### config.mk
export PLATFORM = sky130hd
export DESIGN_NAME = turbo_rsc_encoder
export DESIGN_NICKNAME = d
export VERILOG_FILES = /design/src/rtl/turbo_enc_pkg.sv /design/src/rtl/rsc_trellis_step.sv /design/src/rtl/turbo_rsc_encoder.sv
export SDC_FILE = /design/constraint.sdc
export NUM_CORES = 1
export LEC_CHECK = 0
export CAP_MARGIN = 0
export CORE_MARGIN = 2
export CORE_UTILIZATION = 50
export DETAILED_ROUTE_END_ITERATION = 8
export PLACE_DENSITY_LB_ADDON = 0.12
export REMOVE_ABC_BUFFERS = 1
export SYNTH_ARGS = -nofsm -noshare
export SYNTH_HDL_FRONTEND = slang
export SYNTH_SLANG_ARGS = --single-unit
### constraint.sdc
create_clock -name clk -period 3.4 [get_ports clk]
set_input_delay 0.68 -clock clk [delete_from_list [all_inputs] [get_ports clk]]
set_output_delay 0.68 -clock clk [all_outputs]
set_load 0.01 [all_outputs]
### src/rtl/turbo_enc_pkg.sv
// -----------------------------------------------------------------------------
// turbo_enc_pkg
// Shared definitions for the LTE turbo constituent (RSC) encoder:
//   - enc_state_t : encoder control FSM states
//   - G_FB, G_FF  : feedback / feed-forward generator polynomials, bit i is
//                   the coefficient of D^i (G_FB = 1+D^2+D^3, G_FF = 1+D+D^3)
//   - K_MAX       : largest information block length
//   - TAIL_LEN    : number of trellis termination steps
// -----------------------------------------------------------------------------
package turbo_enc_pkg;

    typedef enum logic [1:0] {
        IDLE  = 2'd0,
        ENC   = 2'd1,
        TERM  = 2'd2,
        FLUSH = 2'd3
    } enc_state_t;

    localparam logic [3:0] G_FB     = 4'b1101;
    localparam logic [3:0] G_FF     = 4'b1011;
    localparam int         K_MAX    = 6144;
    localparam int         TAIL_LEN = 3;

endpackage

### src/rtl/rsc_trellis_step.sv
// -----------------------------------------------------------------------------
// rsc_trellis_step
// One combinational step of the 8-state RSC trellis.
//   u      : input bit (information bit, or tail bit during termination)
//   s      : current state, s[0]=s1, s[1]=s2, s[2]=s3
//   p      : parity bit  p = a ^ s1 ^ s3
//   s_next : next state  (s1,s2,s3) <= (a,s1,s2); the feedback bit
//            a = u ^ s2 ^ s3 is carried out as s_next[0]
// -----------------------------------------------------------------------------
module rsc_trellis_step
    import turbo_enc_pkg::*;
(
    input  logic       u,
    input  logic [2:0] s,
    output logic       p,
    output logic [2:0] s_next
);

    logic a;

    // Taps D^1..D^3 of each generator line up with s[0..2].
    assign a      = u ^ (^(s & G_FB[3:1]));
    assign p      = (a & G_FF[0]) ^ (^(s & G_FF[3:1]));
    assign s_next = {s[1:0], a};

endmodule

### src/rtl/turbo_rsc_encoder.sv
// -----------------------------------------------------------------------------
// turbo_rsc_encoder
// LTE turbo constituent encoder with a one-deep registered output stage.
// Optional feature macro: RSC_TERM_EN -- when defined, three tail steps drive
// the trellis back to 000 after the K information bits (K+3 outputs);
// otherwise the block ends after K outputs with the trellis unterminated.
// Ports:
//   clk, rst               : rising-edge clock, asynchronous active-high reset
//   start, blk_len         : begin a block of blk_len bits (sampled in IDLE)
//   din, din_valid         : information bit and qualifier
//   din_ready              : encoder accepts din this cycle
//   sys_out, par_out, last : systematic bit, parity bit, final-output flag
//   dout_valid, dout_ready : output handshake
//   busy                   : FSM is not IDLE
// -----------------------------------------------------------------------------
module turbo_rsc_encoder
    import turbo_enc_pkg::*;
#(
    parameter int LEN_WIDTH = 13
) (
    input  logic                 clk,
    input  logic                 rst,
    input  logic                 start,
    input  logic [LEN_WIDTH-1:0] blk_len,
    input  logic                 din,
    input  logic                 din_valid,
    output logic                 din_ready,
    output logic                 sys_out,
    output logic                 par_out,
    output logic                 dout_valid,
    input  logic                 dout_ready,
    output logic                 last,
    output logic                 busy
);

    enc_state_t           state_q,      state_d;
    logic [2:0]           trellis_q,    trellis_d;
    logic [LEN_WIDTH-1:0] cnt_q,        cnt_d;
    logic [LEN_WIDTH-1:0] len_q,        len_d;
    logic                 dout_valid_q, dout_valid_d;
    logic                 sys_q,        sys_d;
    logic                 par_q,        par_d;
    logic                 last_q,       last_d;

    logic       out_free;
    logic       step_u;
    logic       step_p;
    logic [2:0] step_s_next;

    // The output register can take a new word if it is empty or being drained
    // this very cycle, so drain and refill happen back to back.
    assign out_free  = !dout_valid_q || dout_ready;
    assign din_ready = (state_q == ENC) && out_free;
    assign busy      = (state_q != IDLE);

    assign dout_valid = dout_valid_q;
    assign sys_out    = sys_q;
    assign par_out    = par_q;
    assign last       = last_q;

    // Single trellis step shared by data encoding and tail termination.
    rsc_trellis_step u_step (
        .u      (step_u),
        .s      (trellis_q),
        .p      (step_p),
        .s_next (step_s_next)
    );

    // Next-state logic
    always_comb begin
        // NOTE: every signal assigned here gets a default first; a path that
        // leaves one unassigned would infer a latch.
        state_d = state_q;
        case (state_q)
            IDLE:  if (start && (blk_len != '0)) state_d = ENC;
            ENC:   if (din_valid && din_ready && (cnt_q == len_q - 1'b1)) begin
`ifdef RSC_TERM_EN
                       state_d = TERM;
`else
                       state_d = FLUSH;
`endif
                   end
            TERM:  if (out_free && (cnt_q == LEN_WIDTH'(TAIL_LEN - 1))) state_d = FLUSH;
            FLUSH: if (out_free) state_d = IDLE;
            default: state_d = IDLE;
        endcase
    end

    // Datapath / output logic
    always_comb begin
        trellis_d    = trellis_q;
        cnt_d        = cnt_q;
        len_d        = len_q;
        dout_valid_d = dout_valid_q && !dout_ready;
        sys_d        = sys_q;
        par_d        = par_q;
        last_d       = last_q;
        step_u       = din;

        case (state_q)
            IDLE: begin
                if (start && (blk_len != '0)) begin
                    len_d     = blk_len;
                    trellis_d = '0;
                    cnt_d     = '0;
                end
            end
            ENC: begin
                if (din_valid && din_ready) begin
                    dout_valid_d = 1'b1;
                    sys_d        = din;
                    par_d        = step_p;
                    trellis_d    = step_s_next;
                    if (cnt_q == len_q - 1'b1) begin
                        // Counter is reused for the tail steps, so it never wraps.
                        cnt_d = '0;
`ifdef RSC_TERM_EN
                        last_d = 1'b0;
`else
                        last_d = 1'b1;
`endif
                    end else begin
                        cnt_d  = cnt_q + 1'b1;
                        last_d = 1'b0;
                    end
                end
            end
            TERM: begin
                // Tail bit cancels the feedback (a = 0), shifting zeros in.
                step_u = trellis_q[1] ^ trellis_q[2];
                if (out_free) begin
                    dout_valid_d = 1'b1;
                    sys_d        = step_u;
                    par_d        = step_p;
                    trellis_d    = step_s_next;
                    last_d       = (cnt_q == LEN_WIDTH'(TAIL_LEN - 1));
                    cnt_d        = last_d ? '0 : cnt_q + 1'b1;
                end
            end
            default: ;
        endcase
    end

    always_ff @(posedge clk or posedge rst) begin
        if (rst) begin
            state_q      <= IDLE;
            trellis_q    <= '0;
            cnt_q        <= '0;
            len_q        <= '0;
            dout_valid_q <= 1'b0;
            sys_q        <= 1'b0;
            par_q        <= 1'b0;
            last_q       <= 1'b0;
        end else begin
            // NOTE: non-blocking assignments so every flop samples pre-edge values.
            state_q      <= state_d;
            trellis_q    <= trellis_d;
            cnt_q        <= cnt_d;
            len_q        <= len_d;
            dout_valid_q <= dout_valid_d;
            sys_q        <= sys_d;
            par_q        <= par_d;
            last_q       <= last_d;
        end
    end

endmodule

# After elaboration in Yosys (flattened, before gate mapping)
# Cells that the tools add are included.
classes:
  muxes: 29
  n_eq_ne: 11
  n_addsub: 2
  bitwise_logic: 3
  reduce_logical: 20
ops:
  columns: ["cell", "n"]
  rows:
  - ["13-bit two-way mux", 5]
  - ["13-bit case mux with 3 select lines", 1]
  - ["13-bit by 1-bit adder with 13-bit output, second input constant", 1]
  - ["13-bit equality test", 1]
  - ["13-bit by 2-bit equality test with 1-bit output, second input constant", 1]
  - ["13-bit nonzero test", 1]
  - ["13-bit by 1-bit subtractor with 13-bit output, second input constant", 1]
  - ["1-bit two-way mux", 10]
  - ["3-bit two-way mux", 3]
  - ["3-bit case mux with 3 select lines", 1]
  - ["2-bit two-way mux", 4]
  - ["2-bit inequality test, second input constant", 4]
  - ["1-bit case mux with 2 select lines", 4]
  - ["2-bit case mux with 4 select lines", 1]
  - ["4-bit AND reduction", 2]
  - ["1-bit logical AND", 6]
  - ["3-bit parity", 2]
  - ["2-bit equality test, second input constant", 2]
  - ["2-bit by 1-bit inequality test with 1-bit output, second input constant", 2]
  - ["2-bit nonzero test", 2]
  - ["3-bit AND reduction", 1]
  - ["3-bit nonzero test", 1]
  - ["1-bit XOR", 3]
  - ["2-bit by 1-bit equality test with 1-bit output, second input constant", 1]
  - ["other kinds (4)", 5]
word_totals:
  wordCells: 73
  input_bits: 19
  reg_bits: 35

# Logic depth before layout (Yosys ltp)
# Gate-level depths: netlist (run 1).
logic_depth:
  ltp_word: 7
  mapped_depth: 11

# Hierarchy
# A second synthesis (run 1) with hierarchy kept.
hier_totals:
  hier_cells: 265
  area_unflattened_um2: 2422.3
by_module_without_submodules:
  columns: ["mod", "area_each_um2", "n_inst", "seq_area_each_um2", "cells_per_inst"]
  rows:
  - ["turbo_rsc_encoder", 2352.3, 1, 875.8, 260]
  - ["rsc_trellis_step", 70.1, 1, 0.0, 5]

# Worst setup path before layout (run 1)
# Ideal clock, no wire load.
synth_path:
  kind: "register to register"
  start: "reg len_q[0]"
  end: "reg cnt_q[11]"
  arrival_ns: 2.439
  setup_ns: 0.133
  stages_incl_launch_ff: 11
  path_slack_ns: 0.828
  path_cell_list: "dfrtp_1 > buf_6 > or4_1 > buf_2 > or4_1 > nand4_1 > and4b_1 > a41oi_4 > o21ai_2 > buf_6 > o211ai_2"
synth_between:
  elab_chain_len: 5
synth_lines:
  columns: ["item", "line_no", "source"]
  rows:
  - ["start, declared", "turbo_rsc_encoder.sv:39", "logic [LEN_WIDTH-1:0] len_q, len_d;"]
  - ["start signal, assigned", "turbo_rsc_encoder.sv:159", "len_q <= len_d;"]
  - ["13-bit by 1-bit subtractor with 13-bit output", "turbo_rsc_encoder.sv:114", "if (cnt_q == len_q - 1'b1) begin"]
  - ["13-bit equality test", "turbo_rsc_encoder.sv:114", null]
  - ["13-bit two-way mux", "turbo_rsc_encoder.sv:114", null]
  - ["13-bit two-way mux", "turbo_rsc_encoder.sv:109", "if (din_valid && din_ready) begin"]
  - ["13-bit case mux with 3 select lines", "turbo_rsc_encoder.sv:100", "case (state_q)"]
  - ["end signal, assigned", "turbo_rsc_encoder.sv:158", "cnt_q <= cnt_d;"]
  - ["end, declared", "turbo_rsc_encoder.sv:38", "logic [LEN_WIDTH-1:0] cnt_q, cnt_d;"]
# Every way passes these cells. The select of a mux whose other input is x is not followed.
# A chain may end at the register's enable or synchronous reset.

# Worst setup path in the final report (run 1)
layout_path:
  start: "reg len_q[0]"
  end: "reg cnt_q[2]"
# The elaborated chain is that of the path after synthesis.

==> results of run 1 <==
-- kinds of logic after synthesis --
logic type / count (synthesis) / share of synthesized area
fa+ha+maj: 8 / 0.0412
buf+inv: 30 / 0.0536
mux: 17 / 0.0773
xor+xnor: 19 / 0.0685
simple gates: 104 / 0.233
compound gates: 52 / 0.166
flops: 35 / 0.361
-- area by class of cell --
| cell class | instances | area (sq um) |
|---|---|---|
| Sequential cell | 35 | 876 |
| Clock inverter | 2 | 35.0 |
| Multi-Input combinational cell | 200 | 1420 |
| Inverter | 14 | 52.6 |
| Tap cell | 54 | 67.6 |
| Fill cell | 408 | 1880 |
| Timing Repair Buffer | 29 | 278 |
| Clock buffer | 6 | 82.6 |
-- flip-flops by register name, indices dropped and copies added, names as in the netlist --
register	cells
cnt_q	13
len_q	13
trellis_q	3
state_q	2
dout_valid	1
last	1
par_out	1
sys_out	1
-- metrics by stage --
| step | hold slack [ns] | setup slack, ns | cell area (sq um) |
|---|---|---|---|
| 2_1_floorplan | 0.491 | 0.763 | 2350 |
| 3_3_place_gp | 0.482 | 0.570 | 2700 |
| 3_5_place_dp | 0.485 | 0.559 | 2700 |
| 4_1_cts | 0.507 | 0.524 | 2810 |
| 5_1_grt | 0.531 | 0.288 | 2810 |
| 6_report | 0.502 | 0.520 | 2810 |
-- metal layers --
layer  part of all wire  global-route usage
met3              0.046              0.0357
met4              0.019              0.0768
met2               0.48               0.349
met5                  0                   0
met1               0.46               0.281
-- power breakdown --
| part | total, mW | internal, mW | switching [mW] |
|---|---|---|---|
| sequential | 0.756 | 0.559 | 0.197 |
| combinational | 1.21 | 0.569 | 0.640 |
| clock | 0.388 | 0.237 | 0.151 |
-- worst max path at each step --
| stage | startpoint | end | slack, ns | cells past startpoint |
|---|---|---|---|---|
| floorplan | len_q[0] | cnt_q[11] | 0.76 | 7 |
| global placement | blk_len[2] | cnt_q[8] | 0.57 | 9 |
| detailed placement | len_q[0] | cnt_q[2] | 0.56 | 10 |
| CTS | len_q[0] | cnt_q[2] | 0.52 | 10 |
| global route | len_q[0] | cnt_q[2] | 0.29 | 10 |
| finish | len_q[0] | cnt_q[2] | 0.52 | 10 |
-- cells in the mapped netlist, drive strengths merged (2+ instances only) --
library cell / instances / area [sq um]
nand3b: 3 / 22.5
o2111ai: 5 / 43.8
o221ai: 2 / 17.5
nand2: 31 / 116
o211ai: 7 / 72.6
or4: 2 / 15.0
o21a: 2 / 15.0
ha: 8 / 100
nor2: 12 / 45.0
inv: 14 / 52.6
a31oi: 3 / 18.8
nor3: 8 / 45.0
o21ai: 13 / 68.8
and2: 2 / 12.5
nor3b: 3 / 22.5
nand4: 4 / 25.0
buf: 5 / 36.3
a21oi: 7 / 35.0
mux2: 14 / 158
a41oi: 3 / 45.1
nor2b: 3 / 18.8
xor2: 3 / 26.3
or3: 6 / 37.5
xnor2: 16 / 140
nor4: 11 / 75.1
or3b: 2 / 17.5
mux2i: 3 / 30.0
clkbuf: 11 / 41.3
dfrtp: 35 / 876
nand2b: 4 / 25.0
and3: 2 / 12.5
nand3: 6 / 30.0
-- critical path, cell delays in order, from the launching register on --
cell      delay [ns]
dfrtp_1         0.45
inv_1           0.09
ha_1            0.28
or3b_2          0.49
o32ai_1         0.28
a21o_1          0.15
nand3_1         0.14
a41oi_4         0.40
o21ai_2         0.10
buf_4           0.19
o311ai_1        0.21
==> metrics.md, run 1 <==
| Metric | Value |
|---|---|
| Status | completed |
| Grt total ovfl | 0 |
| Initial DRC count | 107 |
| Most common cell after layout, fill and taps aside | dfrtp_1 |
| Post-synth EDFFs | 0 |
| R2R depth | 10 |
| PostCTS Resize Cnt | 0 |
| Post-CTS Hold Buffers | 0 |
| Top-Level Pins | 25 |
| Skew-Pair Late Insertion Delay | 0.28 ns |
| Hold Startpoint | last |
| Max Slew Vio Count | 0 |
| Syn_area_per_cell | 9.16 sq um |
| First-pass detailed-route iteration total | 4 |
| Critical Path Source Type | register |
| Final WL | 5230 um |
| Count of cell types in the netlist | 55 |
| Core box area | 4690 sq um |
| CP endpoint kind | register |
| PD cells | 836 nW/um^2 |
| Final setup fails | 0 |
| Initial antenna violation count | 0 |
| WL/cell | 15.4 um |
| Worst endpoint data arrival time | 3.07 ns |
| # diodes | 0 |
| DR vias/cell | 5.92 |
| Required time of the critical path | 3.59 ns |
| First-pass GRT wire length | 8910 um |
| RSZ-0062 raised after global routing | false |
| Initial Utilization | 0.518 |
| Clk sinks | 35 |
| Post-Synthesis Cells | 265 |
| Worst Hold Class | register to register |
| Post-route ant nets | 0 |
| Final hold violation count | 0 |
| Routability cong. | 0.826 |
| Total chip power | 2.35 mW |
| Minimum clock period | 2.88 ns |
| Layout Area Growth over Synthesis | 15.9% |
| Largest net degree at the start of global routing | 36 |
| IO buf count | 24 |
| Ys flop type | dfrtp_1 |
| Setup TNS | 0 ns |
| Flop-to-flop setup slack | 0.52 ns |
| Final core occ | 0.600 |
| P_leak | 1.13 nW |
| Post-detail-place hpwl | 3960 um |
| TritonCTS clock tree | built |
| Yosys warnings | 0 |
| Worst vdd ir | 0.442 mV |
| RR Startpoint | len_q[0] |
| Syn Std Cell Area | 2430 sq um |
| Hold EP | last |
| Fmax | 0.347 GHz |
| Vias in the first global route | 1966 |
| Std cell rows | 25 |
| Die X | 73.7 um |
| # placed instances | 332 |
| Crit path kind | register to register |
| Share of cells above drive strength 1 | 0.133 |
| Sequential area share after synthesis | 0.361 |
| Number of nets in the layout | 312 |
| Worst hold stages | 1 |
| DRC | 0 |
| Synth async-reset ratio | 1.00 |
| Post-CTS Setup Bufs | 0 |
| Synthesized flop and latch total | 35 |
| Final non-filler cell total | 340 |
| MaxCap Viol Count | 0 |
| # H-tree levels | 2 |
| Slew margin rel. | 0.490 |
| Global-route usage over all layers | 0.213 |
| Vias | 2012 |
| Commonest cells after routing, fill and taps aside | dfrtp_1 (35), nand2_1 (31), clkdlybuf4s50_1 (24), xnor2_1 (16) |
| Clock Pin Slew Worst Setup and Hold Paths | 0.07 ns |
| Fin crit share | 0.847 |
| FF-to-FF End | cnt_q[2] |
| Root buf cell | clkbuf_8 |
| Critical-path maximum fanout | 8 |
| Tightest Pin Transition | 0.762 ns |
| Clk_skew | 0.00809 ns |
| Num CTS Buffers | 5 |
| DIE HEIGHT | 73.7 um |
| CTS Buffer Depth | 2 |
| Die area | 5430 sq um |
(Power assumes the default switching activity.)
==> inputs of run 2 (changes only) <==
Clock period 3.4 ns to 2.8 ns, I/O delays scaled along.
==> metrics.md, run 2 (synthesis results as in run 1) <==
| Metric | Value |
|---|---|
| Status | completed |
| Share of cells above drive strength 1 | 0.163 (+0.0304) |
| MaxCap Viol Count | 0 (unchanged) |
| Top-Level Pins | 25 (unchanged) |
| Psw | 1.26 mW (+28%) |
| Global-route usage over all layers | 0.218 (+0.00535) |
| Number of nets in the layout | 320 (+2.6%) |
| # diodes | 0 (unchanged) |
| # H-tree levels | 2 (unchanged) |
| Final hold violation count | 0 (unchanged) |
| Vias in the first global route | 1944 (-1.1%) |
| First-pass detailed-route iteration total | 4 (unchanged) |
| Fin crit share | 0.938 (+0.0914) |
| CP endpoint kind | register |
| Commonest cells after routing, fill and taps aside | dfrtp_1 (34), nand2_1 (31), clkdlybuf4s50_1 (24), xnor2_1 (16) |
| Largest net degree at the start of global routing | 36 (unchanged) |
| Post-route ant nets | 0 (unchanged) |
| Sw frac | 0.412 (-0.00805) |
| First-pass GRT wire length | 9110 um (+2.2%) |
| Initial antenna violation count | 0 (unchanged) |
| Die X | 73.7 um (unchanged) |
| Std cell rows | 25 (unchanged) |
| Routability cong. | 0.810 (-1.9%) |
| Clk_skew | 0.00709 ns (-0.00101 ns) |
| Minimum clock period | 2.63 ns (-0.252 ns) |
| IO buf count | 24 (unchanged) |
| Initial Utilization | 0.518 (unchanged) |
| PD cells | 1050 nW/um^2 (+26%) |
| Die area | 5430 sq um (unchanged) |
| DIE HEIGHT | 73.7 um (unchanged) |
| Sequential Power Share | 0.296 (-0.025) |
| FF+latch area | 877 sq um (+0.14%) |
| Final WL | 5520 um (+5.6%) |
| Required time of the critical path | 2.99 ns (-0.60 ns) |
| Slew margin rel. | 0.413 (-0.0769) |
| Grt total ovfl | 0 (unchanged) |
| Post-detail-place hpwl | 4040 um (+1.9%) |
| Worst vdd ir | 0.602 mV (+36%) |
| Crit path kind | register to register |
| Most common cell after layout, fill and taps aside | dfrtp_1 |
| Fmax | 0.381 GHz (+9.6%) |
| Top Registers | cnt_q x13, len_q x13, trellis_q x3 |
| Post-route cell area | 2910 sq um (+3.5%) |
| Tightest Pin Transition | 0.877 ns (+0.115 ns) |
| Clock group share of total power | 0.180 (+0.015) |
| DRC | 0 (unchanged) |
| Final setup fails | 0 (unchanged) |
| Internal Pwr Total | 1.80 mW (+32%) |
| Critical-path maximum fanout | 12 (+4) |
| Num CTS Buffers | 5 (unchanged) |
| Max Slew Vio Count | 0 (unchanged) |
| TritonCTS clock tree | built |
| Initial DRC count | 181 (+69%) |
| Fillers | 399 (-2.2%) |
| Area of the multi-input gates | 1430 sq um (+0.35%) |
| Setup TNS | 0 ns (unchanged) |
| Worst endpoint data arrival time | 2.82 ns (-0.25 ns) |
| CTS Buffer Depth | 2 (unchanged) |
| Clk sinks | 35 (unchanged) |
| WHS | 0.507 ns (+0.00497 ns) |
| RSZ-0062 raised after global routing | false |
| Core box area | 4690 sq um (unchanged) |
| Post-CTS Hold Buffers | 0 (unchanged) |
| Skew-Pair Late Insertion Delay | 0.29 ns (about the same) |
| Clock Pin Slew Worst Setup and Hold Paths | 0.08 ns (about the same) |
| P_leak | 1.18 nW (+4.1%) |
| Critical Path Source Type | register |
| WL/cell | 15.9 um (+3.1%) |
| DR vias/cell | 5.86 (-0.89%) |
| Worst Hold Class | register to register |
| Vias | 2041 (+1.4%) |
| Placed cell areas | 2770 sq um (+2.7%) |
| Layout Area Growth over Synthesis | 19.9% |
| Root buf cell | clkbuf_8 |
| Combinational power share | 0.524 (+0.010) |
run 2: worst max-delay path, cell delays in order (launching register included):
cell and delay, ns:
dfrtp_2 0.45, inv_1 0.07, ha_1 0.19, or3b_2 0.48, o32ai_1 0.27, a21o_1 0.15
nand3_1 0.13, a41oi_4 0.28, o21ai_2 0.07, buf_4 0.22, o311ai_1 0.23
run 2: metal layers:
layer  wire [um]  part of all wire  vias up  track usage
met5           0                 0        -            0
met4         143             0.026        0       0.0990
met3         245             0.044       15       0.0439
met2        2550              0.46       56        0.342
met1        2580              0.47      961        0.287
li1            -                 -     1009            -
run 2: power groups by stage:
| stage | Sequential [mW] | Clock [mW] | Combinational [mW] |
|---|---|---|---|
| CTS | 0.905 | 0.569 | 1.61 |
| global route | 0.942 | 0.595 | 1.78 |
| floorplan | 0.870 | 0 | 1.06 |
| finish | 0.908 | 0.552 | 1.61 |
| global placement | 0.907 | 0 | 1.58 |
| detailed placement | 0.915 | 0 | 1.59 |
run 2: layout make-up:
type / count / area share
Clock buffer: 5 / 0.0236
Clock inverter: 3 / 0.0232
Sequential cell: 35 / 0.301
Tap cell: 54 / 0.0232
Multi-Input combinational cell: 200 / 0.490
Inverter: 14 / 0.0180
Timing Repair Buffer: 37 / 0.120
run 2: through the flow:
step                std cells  utilization  worst slack (ns)  power, mW
detailed placement        340        0.590             0.114       2.51
floorplan                 249            -             0.163       1.93
global placement          340        0.590            0.0894       2.49
finish                    348        0.621             0.173       3.07
global route              348        0.621           0.00725       3.32
CTS                       348        0.619             0.164       3.08
run 2: path summary, 6_finish.rpt:
check | from | end | slack [ns] | depth (start not counted)
max | len_q[0] | cnt_q[2] | 0.17 | 10
min in group asynchronous | rst | dout_valid | 0.67 | 3
max in group asynchronous | rst | len_q[0] | 1.79 | 3
min reg2reg | par_out | par_out | 0.51 | 1
max reg2reg | len_q[0] | cnt_q[2] | 0.17 | 10
min | par_out | par_out | 0.51 | 1
run 2: repair_timing:
action | CTS | global route
buffers inserted | 0 | 0
setup endpoints to repair | 0 | 3
gates resized for setup | 0 | 3
==> inputs of run 3 (changes only) <==
Settings changed: CAP_MARGIN 0 to 40.
Clock period 2.8 ns to 2.6 ns, I/O delays scaled along.
==> metrics.md, run 3 (synthesis results as in run 1) <==
| Metric | Value |
|---|---|
| Met1 Usage GRT | 0.302 (+0.0148) |
| DRC | 0 (unchanged) |
| Worst vdd ir | 0.530 mV (-12%) |
| PD cells | 1130 nW/um^2 (+7.5%) |
| Grt total ovfl | 0 (unchanged) |
| Top Registers | cnt_q x13, len_q x13, trellis_q x3 |
| GR Layer Usage met2 | 0.369 (+0.0268) |
| First-pass GRT wire length | 9350 um (+2.6%) |
| Top-Level Pins | 25 (unchanged) |
| Num CTS Buffers | 5 (unchanged) |
| Clk_skew | 0.00692 ns (-0.000167 ns) |
| Fillers | 384 (-3.8%) |
| Most common cell after layout, fill and taps aside | dfrtp_1 |
| DIE HEIGHT | 73.7 um (unchanged) |
| Flop-to-flop setup slack | -0.01 ns (-0.19 ns) |
| Max Slew Vio Count | 0 (unchanged) |
| Final hold violation count | 0 (unchanged) |
| Total chip power | 3.45 mW (+12%) |
| Crit path kind | register to register |
| Post-CTS Hold Buffers | 0 (unchanged) |
| Sw frac | 0.430 (+0.0181) |
| RR Startpoint | len_q[0] |
| Status | finished with violations |
| Vias | 2093 (+2.5%) |
| Critical-path maximum fanout | 6 (-6) |
| Combinational power share | 0.581 (+0.057) |
| Number of nets in the layout | 329 (+2.8%) |
| RSZ-0062 raised after global routing | true |
| MaxCap Viol Count | 0 (unchanged) |
| Required time of the critical path | 2.77 ns (-0.22 ns) |
| Worst hold stages | 1 (unchanged) |
| Sequential Power Share | 0.272 (-0.024) |
| Fin worst setup slack | -0.0145 ns (-0.187 ns) |
| Die X | 73.7 um (unchanged) |
| Met3 Track Usage GR | 0.0508 (+0.00686) |
| # H-tree levels | 2 (unchanged) |
| CTS Buffer Depth | 2 (unchanged) |
| Root buf cell | clkbuf_8 |
| Core box area | 4690 sq um (unchanged) |
| Global-route usage over all layers | 0.228 (+0.0102) |
| Final setup fails | 1 (+1) |
| Commonest cells after routing, fill and taps aside | dfrtp_1 (35), nand2_1 (31), clkdlybuf4s50_1 (24), buf_4 (18), xnor2_1 (16) |
| Largest net degree at the start of global routing | 14 (-61%) |
| Internal Pwr Total | 1.97 mW (+9.0%) |
| CP endpoint kind | register |
| Post-detail-place hpwl | 4330 um (+7.4%) |
| WHS | 0.514 ns (+0.00663 ns) |
| Slew margin rel. | 0.363 (-0.0497) |
| Die area | 5430 sq um (unchanged) |
| Routability cong. | 0.837 (+3.4%) |
| Minimum clock period | 2.61 ns (-0.0130 ns) |
| Psw | 1.48 mW (+17%) |
| Worst Hold Class | register to register |
| Final WL | 5930 um (+7.4%) |
| First-pass detailed-route iteration total | 4 (unchanged) |
| WL/cell | 16.6 um (+4.7%) |
| Fin crit share | 1.01 (+0.0672) |
| Clock Pin Slew Worst Setup and Hold Paths | 0.08 ns (about the same) |
| Clk sinks | 35 (unchanged) |
| Hold EP | par_out |
| TritonCTS clock tree | built |
| Initial Utilization | 0.518 (unchanged) |
| Layout Area Growth over Synthesis | 25.4% |
| Initial DRC count | 128 (-29%) |
| IO buf count | 24 (unchanged) |
| # diodes | 0 (unchanged) |
| Initial antenna violation count | 0 (unchanged) |
| Hold Startpoint | par_out |
| Tightest Pin Transition | 0.951 ns (+0.0741 ns) |
| Vias in the first global route | 1955 (+0.57%) |
| Share of cells above drive strength 1 | 0.228 (+0.0645) |
| FF-to-FF End | cnt_q[2] |
| R2R depth | 8 (-2) |
| Post-route ant nets | 0 (unchanged) |
| Top Usage Layer GRT | met2 |
| Worst endpoint data arrival time | 2.78 ns (-0.04 ns) |
| Critical Path Source Type | register |
| Std cell rows | 25 (unchanged) |
| Clock group share of total power | 0.147 (-0.033) |
| Skew-Pair Late Insertion Delay | 0.30 ns (about the same) |
| Failing checks | negative setup slack |
| DR vias/cell | 5.86 (about the same) |
| P_leak | 1.24 nW (+4.7%) |
| Fmax | 0.382 GHz (+0.50%) |
run 3: worst max-delay path by stage:
stage / from / to / slack [ns]
4_1_cts: len_q[1] / cnt_q[7] / 0.03
3_5_place_dp: blk_len[2] / cnt_q[5] / -0.02
3_3_place_gp: blk_len[10] / cnt_q[5] / -0.04
6_report: len_q[0] / cnt_q[2] / -0.01
5_1_grt: len_q[0] / cnt_q[2] / -0.07
2_1_floorplan: len_q[0] / cnt_q[11] / -0.04
run 3: per-stage QoR:
stage	instance area, sq um	utilization	worst slack (ns)	TNS, ns	instances
3_3_place_gp	2810	0.600	-0.0392	-0.0947	346
5_1_grt	3050	0.649	-0.0743	-0.240	357
3_5_place_dp	2810	0.600	-0.0244	-0.0244	346
6_report	3050	0.649	-0.0145	-0.0145	357
4_1_cts	2930	0.624	0.0320	0	354
2_1_floorplan	2350	-	-0.0367	-0.372	249
run 3: cell type report:
cell class | instances | area, sq um | share of cell area
clock buffer | 5 | 68.8 | 0.0226
clock inverter | 3 | 43.8 | 0.0144
inverter | 14 | 52.6 | 0.0173
multi-input combinational | 200 | 1510 | 0.495
sequential | 35 | 876 | 0.288
tap | 54 | 67.6 | 0.0222
timing repair buffer | 46 | 429 | 0.141
run 3: critical path, cell delays in order, from the launching register on:
cell,delay [ns]
dfrtp_1,0.41
or4_4,0.53
or4_4,0.44
nand4_1,0.12
and4b_2,0.28
a41oi_4,0.15
buf_6,0.17
o211ai_1,0.24
o311ai_4,0.14
run 3: what timing repair did:
item,4_1_cts,5_1_grt
setup endpoints to repair,0,15
setup buffers,0,3
resized for setup,0,20
run 3: metal layers:
layer  wire length, um  share of wire  up-vias
met2              2870           0.48       58
met3               292          0.049       11
met1              2670           0.45      986
met5                 0              0        -
met4                93          0.016        0
li1                  -              -     1038
run 3: power groups by stage:
stage	Combinational [mW]	Clock [mW]	Sequential, mW
floorplan	1.14	0	0.937
global placement	1.81	0	0.927
detailed placement	1.82	0	0.938
CTS	1.83	0.513	0.929
global route	2.21	0.545	0.965
finish	2.00	0.508	0.939
